===== config.mk =====
export PLATFORM = sky130hd
export DESIGN_NAME = pie_rx_frame_ctrl
export DESIGN_NICKNAME = d
export VERILOG_FILES = /design/src/rtl/pie_pkg.sv /design/src/rtl/pie_crc5.sv /design/src/rtl/pie_rx_frame_ctrl.sv
export SDC_FILE = /design/constraint.sdc
export NUM_CORES = 1
export LEC_CHECK = 0
export ABC_AREA = 1
export CAP_MARGIN = 20
export CORE_UTILIZATION = 48
export CTS_CLUSTER_DIAMETER = 120
export DETAILED_ROUTE_END_ITERATION = 12
export PLACE_DENSITY_LB_ADDON = 0.12
export SLEW_MARGIN = 25
export SYNTH_ARGS = -nofsm -noshare
export SYNTH_HDL_FRONTEND = slang
export SYNTH_SLANG_ARGS = --single-unit

===== constraint.sdc =====
create_clock -name sclk_3mhz -period 1.6 [get_ports sclk_3mhz]
set_clock_uncertainty 0.05 [all_clocks]
set_input_delay 0.16 -clock sclk_3mhz [delete_from_list [all_inputs] [get_ports sclk_3mhz]]
set_output_delay 0.16 -clock sclk_3mhz [all_outputs]
set_load 0.05 [all_outputs]

===== src/rtl/pie_pkg.sv =====
// Shared types and constants for the PIE receive frame controller.
// Holds the FSM state encoding and the CRC-5 polynomial/preset.
package pie_pkg;

    typedef enum logic [1:0] {
        ST_IDLE,
        ST_SYNC,
        ST_ARMED,
        ST_COLLECT
    } pie_state_e;

    // x^5 + x^3 + 1, with the x^5 term implicit
    localparam logic [4:0] CRC5_POLY   = 5'b01001;
    localparam logic [4:0] CRC5_PRESET = 5'b01001;

    // One serial CRC-5 step: the feedback is the register MSB xor the new bit
    function automatic logic [4:0] crc5_step(
        input logic [4:0] c,
        input logic       b
    );
        logic fb;
        fb = c[4] ^ b;
        return {c[3:0], 1'b0} ^ (fb ? CRC5_POLY : 5'b00000);
    endfunction

endpackage


===== src/rtl/pie_crc5.sv =====
// Serial CRC-5 engine, one bit per enabled cycle.
// init restarts from the preset and may consume a bit in the same cycle.
module pie_crc5
    import pie_pkg::*;
(
    input  logic       clk,
    input  logic       rst_n,
    input  logic       init,
    input  logic       en,
    input  logic       bit_in,
    output logic [4:0] crc
);

    logic [4:0] r_crc;

    // Restart from the preset on init, otherwise fold in each enabled bit
    always_ff @(posedge clk) begin
        if (!rst_n) begin
            r_crc <= CRC5_PRESET;
        end else if (init) begin
            r_crc <= en ? crc5_step(CRC5_PRESET, bit_in) : CRC5_PRESET;
        end else if (en) begin
            r_crc <= crc5_step(r_crc, bit_in);
        end
    end

    assign crc = r_crc;

endmodule


===== src/rtl/pie_rx_frame_ctrl.sv =====
// PIE frame controller: silence-delimited framing, MSB-first assembly,
// one-entry valid/ready output buffer. Optional CRC-5 check: PIE_CRC5_EN.
module pie_rx_frame_ctrl
    import pie_pkg::*;
#(
    parameter int FRAME_BITS = 16,
    parameter int GAP_CYCLES = 12,
    parameter int GAP_W      = 5
) (
    input  logic                  sclk_3mhz,
    input  logic                  reset_n,
    input  logic                  enable,
    input  logic                  zero_detect,
    input  logic                  one_detect,
    output logic [FRAME_BITS-1:0] frame_data,
    output logic                  frame_valid,
    input  logic                  frame_ready,
    output logic                  frame_len_err,
    output logic                  sym_err,
    output logic                  overflow,
    output logic                  crc_err,
    output logic                  busy
);

    localparam int CNT_W = $clog2(FRAME_BITS + 1);

    pie_state_e            r_state;
    pie_state_e            w_next_state;
    logic [GAP_W-1:0]      r_gap_cnt;
    logic [GAP_W-1:0]      w_gap_next;
    logic [GAP_W-1:0]      w_gap_inc;
    logic [CNT_W-1:0]      r_bit_cnt;
    logic [CNT_W-1:0]      w_bit_next;
    logic [FRAME_BITS-1:0] r_shift;
    logic [FRAME_BITS-1:0] w_shift_next;
    logic [FRAME_BITS-1:0] r_frame_data;
    logic                  r_frame_valid;
    logic                  r_len_err;
    logic                  r_sym_err;
    logic                  r_ovf;
    logic                  r_crc_err;
    logic                  w_any;
    logic                  w_dbl;
    logic                  w_single;
    logic                  w_shift_en;
    logic                  w_complete;
    logic                  w_timeout;
    logic                  w_sym;
    logic                  w_crc_bad;

    assign w_any        = zero_detect | one_detect;
    assign w_dbl        = zero_detect & one_detect;
    assign w_single     = zero_detect ^ one_detect;
    assign w_shift_next = {r_shift[FRAME_BITS-2:0], one_detect};

    // Gap counter increments but parks at GAP_CYCLES
    assign w_gap_inc = (r_gap_cnt == GAP_W'(GAP_CYCLES))
                     ? r_gap_cnt
                     : r_gap_cnt + GAP_W'(1);

    // Next-state, counter and event decode
    always_comb begin
        w_next_state = r_state;
        w_gap_next   = r_gap_cnt;
        w_bit_next   = r_bit_cnt;
        w_shift_en   = 1'b0;
        w_complete   = 1'b0;
        w_timeout    = 1'b0;
        w_sym        = 1'b0;
        if (!enable) begin
            w_next_state = ST_IDLE;
            w_gap_next   = '0;
            w_bit_next   = '0;
        end else begin
            unique case (r_state)
                ST_IDLE: begin
                    w_next_state = ST_SYNC;
                    w_gap_next   = '0;
                end
                ST_SYNC: begin
                    if (w_any) begin
                        w_gap_next = '0;
                    end else begin
                        w_gap_next = w_gap_inc;
                        if (r_gap_cnt == GAP_W'(GAP_CYCLES - 1)) begin
                            w_next_state = ST_ARMED;
                        end
                    end
                end
                ST_ARMED: begin
                    if (w_dbl) begin
                        w_sym        = 1'b1;
                        w_next_state = ST_SYNC;
                        w_gap_next   = '0;
                        w_bit_next   = '0;
                    end else if (w_single) begin
                        w_shift_en   = 1'b1;
                        w_next_state = ST_COLLECT;
                        w_gap_next   = '0;
                        w_bit_next   = CNT_W'(1);
                    end else begin
                        w_gap_next = w_gap_inc;
                    end
                end
                ST_COLLECT: begin
                    if (w_dbl) begin
                        w_sym        = 1'b1;
                        w_next_state = ST_SYNC;
                        w_gap_next   = '0;
                        w_bit_next   = '0;
                    end else if (w_single) begin
                        w_shift_en = 1'b1;
                        w_gap_next = '0;
                        if (r_bit_cnt == CNT_W'(FRAME_BITS - 1)) begin
                            w_complete   = 1'b1;
                            w_next_state = ST_ARMED;
                            w_bit_next   = '0;
                        end else begin
                            w_bit_next = r_bit_cnt + CNT_W'(1);
                        end
                    end else if (r_gap_cnt == GAP_W'(GAP_CYCLES - 1)) begin
                        w_timeout    = 1'b1;
                        w_next_state = ST_ARMED;
                        w_bit_next   = '0;
                        w_gap_next   = w_gap_inc;
                    end else begin
                        w_gap_next = w_gap_inc;
                    end
                end
                default: begin
                    w_next_state = ST_IDLE;
                end
            endcase
        end
    end

`ifdef PIE_CRC5_EN
    logic       w_crc_init;
    logic       w_crc_en;
    logic [4:0] w_crc;

    // Bit index equals r_bit_cnt; only the payload bits feed the CRC
    assign w_crc_init = w_shift_en && (r_state == ST_ARMED);
    assign w_crc_en   = w_shift_en
                     && (r_bit_cnt < CNT_W'(FRAME_BITS - 5));

    pie_crc5 u_crc5 (
        .clk    (sclk_3mhz),
        .rst_n  (reset_n),
        .init   (w_crc_init),
        .en     (w_crc_en),
        .bit_in (one_detect),
        .crc    (w_crc)
    );

    assign w_crc_bad = (w_shift_next[4:0] != w_crc);
`else
    assign w_crc_bad = 1'b0;
`endif

    // State register
    always_ff @(posedge sclk_3mhz) begin
        if (!reset_n) begin
            r_state <= ST_IDLE;
        end else begin
            r_state <= w_next_state;
        end
    end

    // Gap counter, bit counter and shift register
    always_ff @(posedge sclk_3mhz) begin
        if (!reset_n) begin
            r_gap_cnt <= '0;
            r_bit_cnt <= '0;
            r_shift   <= '0;
        end else begin
            r_gap_cnt <= w_gap_next;
            r_bit_cnt <= w_bit_next;
            if (w_shift_en) begin
                r_shift <= w_shift_next;
            end
        end
    end

    // One-entry output buffer with overflow detection
    always_ff @(posedge sclk_3mhz) begin
        if (!reset_n) begin
            r_frame_data  <= '0;
            r_frame_valid <= 1'b0;
            r_crc_err     <= 1'b0;
            r_ovf         <= 1'b0;
        end else begin
            r_ovf <= 1'b0;
            if (w_complete) begin
                if (!r_frame_valid || frame_ready) begin
                    r_frame_data  <= w_shift_next;
                    r_crc_err     <= w_crc_bad;
                    r_frame_valid <= 1'b1;
                end else begin
                    r_ovf <= 1'b1;
                end
            end else if (r_frame_valid && frame_ready) begin
                r_frame_valid <= 1'b0;
            end
        end
    end

    // Single-cycle error pulses
    always_ff @(posedge sclk_3mhz) begin
        if (!reset_n) begin
            r_len_err <= 1'b0;
            r_sym_err <= 1'b0;
        end else begin
            r_len_err <= w_timeout;
            r_sym_err <= w_sym;
        end
    end

    assign frame_data    = r_frame_data;
    assign frame_valid   = r_frame_valid;
    assign frame_len_err = r_len_err;
    assign sym_err       = r_sym_err;
    assign overflow      = r_ovf;
    assign crc_err       = r_crc_err;
    assign busy          = (r_state == ST_COLLECT);

endmodule


==> results.md <==
- The via total after detailed routing is ~1900.
- Summing every instance area after synthesis gives 2070 um^2.
- The path category of the worst min-delay check is input pin to flip-flop.
- Across the run, the number of max-cap violations was 0.
- The weighted congestion at the end of routability-driven global placement is 0.946.
- Internal power comes to 1690 uW.
- Sequential cells were found to cover 45.5% of the synthesized design area.
- The sum of internal, switching and leakage power is 2190 uW.
- The setup slack on the worst flop-to-flop path is 0.09 ns.
- The number of nets with antenna violations after routing is 0.
- The path with the worst hold slack has its endpoint at frame_data[0].
- The worst register-to-register path ends at frame_data[15].
- The power per unit of standard cell area is 806 nW/um^2.
- The final antenna diode count is 0.
- Summed over its instances, the top area cell type makes up 45.5% of the synthesized netlist area.
- The pin count of the biggest net entering global routing is 31.
- The die width is between 60 and 70 um.
- Ranked by total cell area, the synthesized netlist is headed by sky130_fd_sc_hd__dfxtp_1, sky130_fd_sc_hd__a21oi_1, sky130_fd_sc_hd__nand2_1.
- The final worst-path cycle share is 94.5%.
- The clock network accounts for 41.4% of the total power.
- The worst endpoint data arrival time is 1.67 ns.
- The share of layout cells above drive strength 1 is 21.5%.
- The CTS root buffer is sky130_fd_sc_hd__clkbuf_8.
- The clock-pin slew reported for the worst setup and hold paths after clock tree synthesis is 0.10 ns.
- The TritonCTS clock tree is yes.
- The routed length per instance is 11.9 um.
- The top-level port count is 28.
- Counting I/O delays and the setup requirement, the final critical path takes 1.51 ns.
- The synthesized net count is 283.
- The count of pins over their slew limit is 0.
- For this block, the initial DRC count from the detailed router was 171.
- Leaving out fill and tap cells, the most frequent cell in the layout is sky130_fd_sc_hd__nand2_1.
- The highest net fanout along the worst path is 8.
- Hold is met by 0.366 ns.
- Net switching is a little under a quarter of the power.
- The startpoint of the most critical register-to-register path is r_bit_cnt[0].
- The highest achievable clock rate is 661 MHz.
- The Yosys step of the flow raised 0 warnings.
- The number of cells on the worst hold path is 4.
- The synthesis-stage register bit count is 47.
- The later-pin clock latency in the skew report is 0.31 ns.
- The type of destination of the critical path is a flip-flop.
- The CTS sink count is 47.
- STA classifies the critical path startpoint as a flip-flop.
- The number of buffers inserted by port buffering is 26.
- Sequential cells account for 53.5% of the total power.
- The layout overhead on the synthesized area is 31.5%.
- TritonCTS created 5 clock buffers.
- The count of hold-fix buffers inserted at cts is 0.
- The mean number of vias per cell is 5.10.
- The cell taking the most area after synthesis is sky130_fd_sc_hd__dfxtp_1.
- The area inside the core boundary is 4060 um^2.
- The buffer levels on the longest clock path is 2.
- The top cell types in the final layout, fill and taps aside, are sky130_fd_sc_hd__nand2_1, sky130_fd_sc_hd__dfxtp_1, sky130_fd_sc_hd__buf_4.
- The die footprint is 4570 um^2.
- Across every metal layer, demand over resource in global routing totals about 22%.
- Setup violations remaining at the end of the flow were counted as 0.
- The number of global-route vias before repair is approximately 1600.
- The number of DRC violations after detailed routing is 0.
- The worst-case setup slack after placement is -0.418 ns.
- The largest vdd supply drop is ~0.71 mV.
- Data on the critical path is required at its endpoint by 1.76 ns.
- The distinct cell type count of the synthesized netlist is 24.
- The leakage component of the power is 0.00111 uW.
- The HPWL after detailed placement is 3060 um.
- The setup path with the least slack is of type flip-flop to flip-flop.
- The share of total power dissipated in combinational logic is under 10%.
- The floorplan has 23 rows.
- Setup total negative slack on the finished layout was measured at 0 ns.
- The worst reg2reg path depth is 8.
- The worst hold path begins at one_detect.
- The post-detailed-routing wire length is between 4000 and 5000 um.
- The total net switching power is 499 uW.
- The instance count of the mapped netlist is 272.
- Each instance of the synthesized netlist takes up on average 7.59 um^2.
- The H-tree generated during clock tree synthesis spans 2 levels.
- The worst setup slack after layout is around 0.088 ns.
- The number of detailed-routing iterations run before antenna repair is 4.
- The total congestion overflow is 0.
- The die is ~68 um tall.
- The flow ran to the end, and the final reports show no timing, DRC or antenna violations.
- Once layout is complete, the utilization of the core stands at between 60% and 70%.
- In the final design database the tool counted about 340 nets.
- The initial antenna violation count came to 0.
- The hold violation total from the final report came to 0.
- The global-route wire length before repair is 7370 um.
- Once the floorplan was initialized, standard cells occupied 50.9% of the core.
## kinds of logic after synthesis
kind of cell	Yosys count	synth area share (%)
AO/OA/AOI/OAI	61	15.0
XOR/XNOR	2	0.848
AND/OR/NAND/NOR	106	24.8
buffers and inverters	50	10.5
other	1	0.182
adder cells (fa/ha/maj)	5	3.03
flip-flops	47	45.5
## worst max-delay path, stage by stage (launching register included)
cell and delay [ns]:
sky130_fd_sc_hd__dfxtp_1 0.34, sky130_fd_sc_hd__ha_1 0.18, sky130_fd_sc_hd__nand2_1 0.11, sky130_fd_sc_hd__nor3_4 0.21, sky130_fd_sc_hd__buf_12 0.15, sky130_fd_sc_hd__buf_6 0.10, sky130_fd_sc_hd__nand3_4 0.12, sky130_fd_sc_hd__nand2_1 0.09
sky130_fd_sc_hd__a21oi_1 0.05
## synthesized netlist by cell type (all sizes together)
cell type	instances
nor4	1
a21oi	39
dfxtp	47
nand2	50
buf	5
clkbuf	6
nand4	18
xor2	2
nand3	11
inv	38
nand3b	1
nor3	6
ha	5
a31oi	2
o211ai	1
or2	1
o21ai	19
conb	1
nor2	18
clkinv	1
## layer usage
layer	GRT usage [%]	share of wire, %	up-vias
li1	-	-	1006
met1	30.3	49	864
met2	32.4	45	42
met3	5.07	4.0	5
met4	8.78	1.6	0
met5	0	0	-
## stage by stage
step,instances,cell area (um^2)
after CTS,374,2680
after global placement,364,2500
final,376,2720
after global routing,376,2720
after detailed placement,364,2500
after floorplan,272,2070
## timing repair
item                                    CTS  global route
resized for setup                         7             5
gates cloned                              1             0
buffers inserted                          1             2
pin swaps                                 6             1
endpoints found under the setup margin   30            19
## worst max-delay path by stage
stage	end	start	cells after the start
global placement	r_gap_cnt[1]	zero_detect	9
CTS	frame_data[10]	r_bit_cnt[1]	6
floorplan	frame_data[0]	zero_detect	8
finish	frame_data[15]	r_bit_cnt[0]	8
detailed placement	frame_data[5]	zero_detect	8
global route	frame_data[15]	r_bit_cnt[1]	8
## flip-flops by register name (all words and copies together), names as in the netlist
register / count
frame_data: 16
frame_len_err: 1
frame_valid: 1
overflow: 1
r_bit_cnt: 5
r_gap_cnt: 5
r_shift: 15
r_state: 2
sym_err: 1
## power by group through the flow
stage | logic (uW) | clock network [uW] | registers (uW)
floorplan | 50.4 | 0 | 1200
global placement | 105 | 0 | 1200
detailed placement | 106 | 0 | 1200
CTS | 111 | 924 | 1170
global route | 123 | 968 | 1170
finish | 112 | 906 | 1170
## layout make-up
cell class,count,area (um^2)
Timing Repair Buffer,56,512
Clock buffer,5,68.8
Sequential cell,47,943
Tap cell,50,62.6
Fill cell,366,1340
Inverter,39,146
Multi-Input combinational cell,176,937
Clock inverter,3,46.3
No activity file was read; power rests on OpenSTA's default activity.
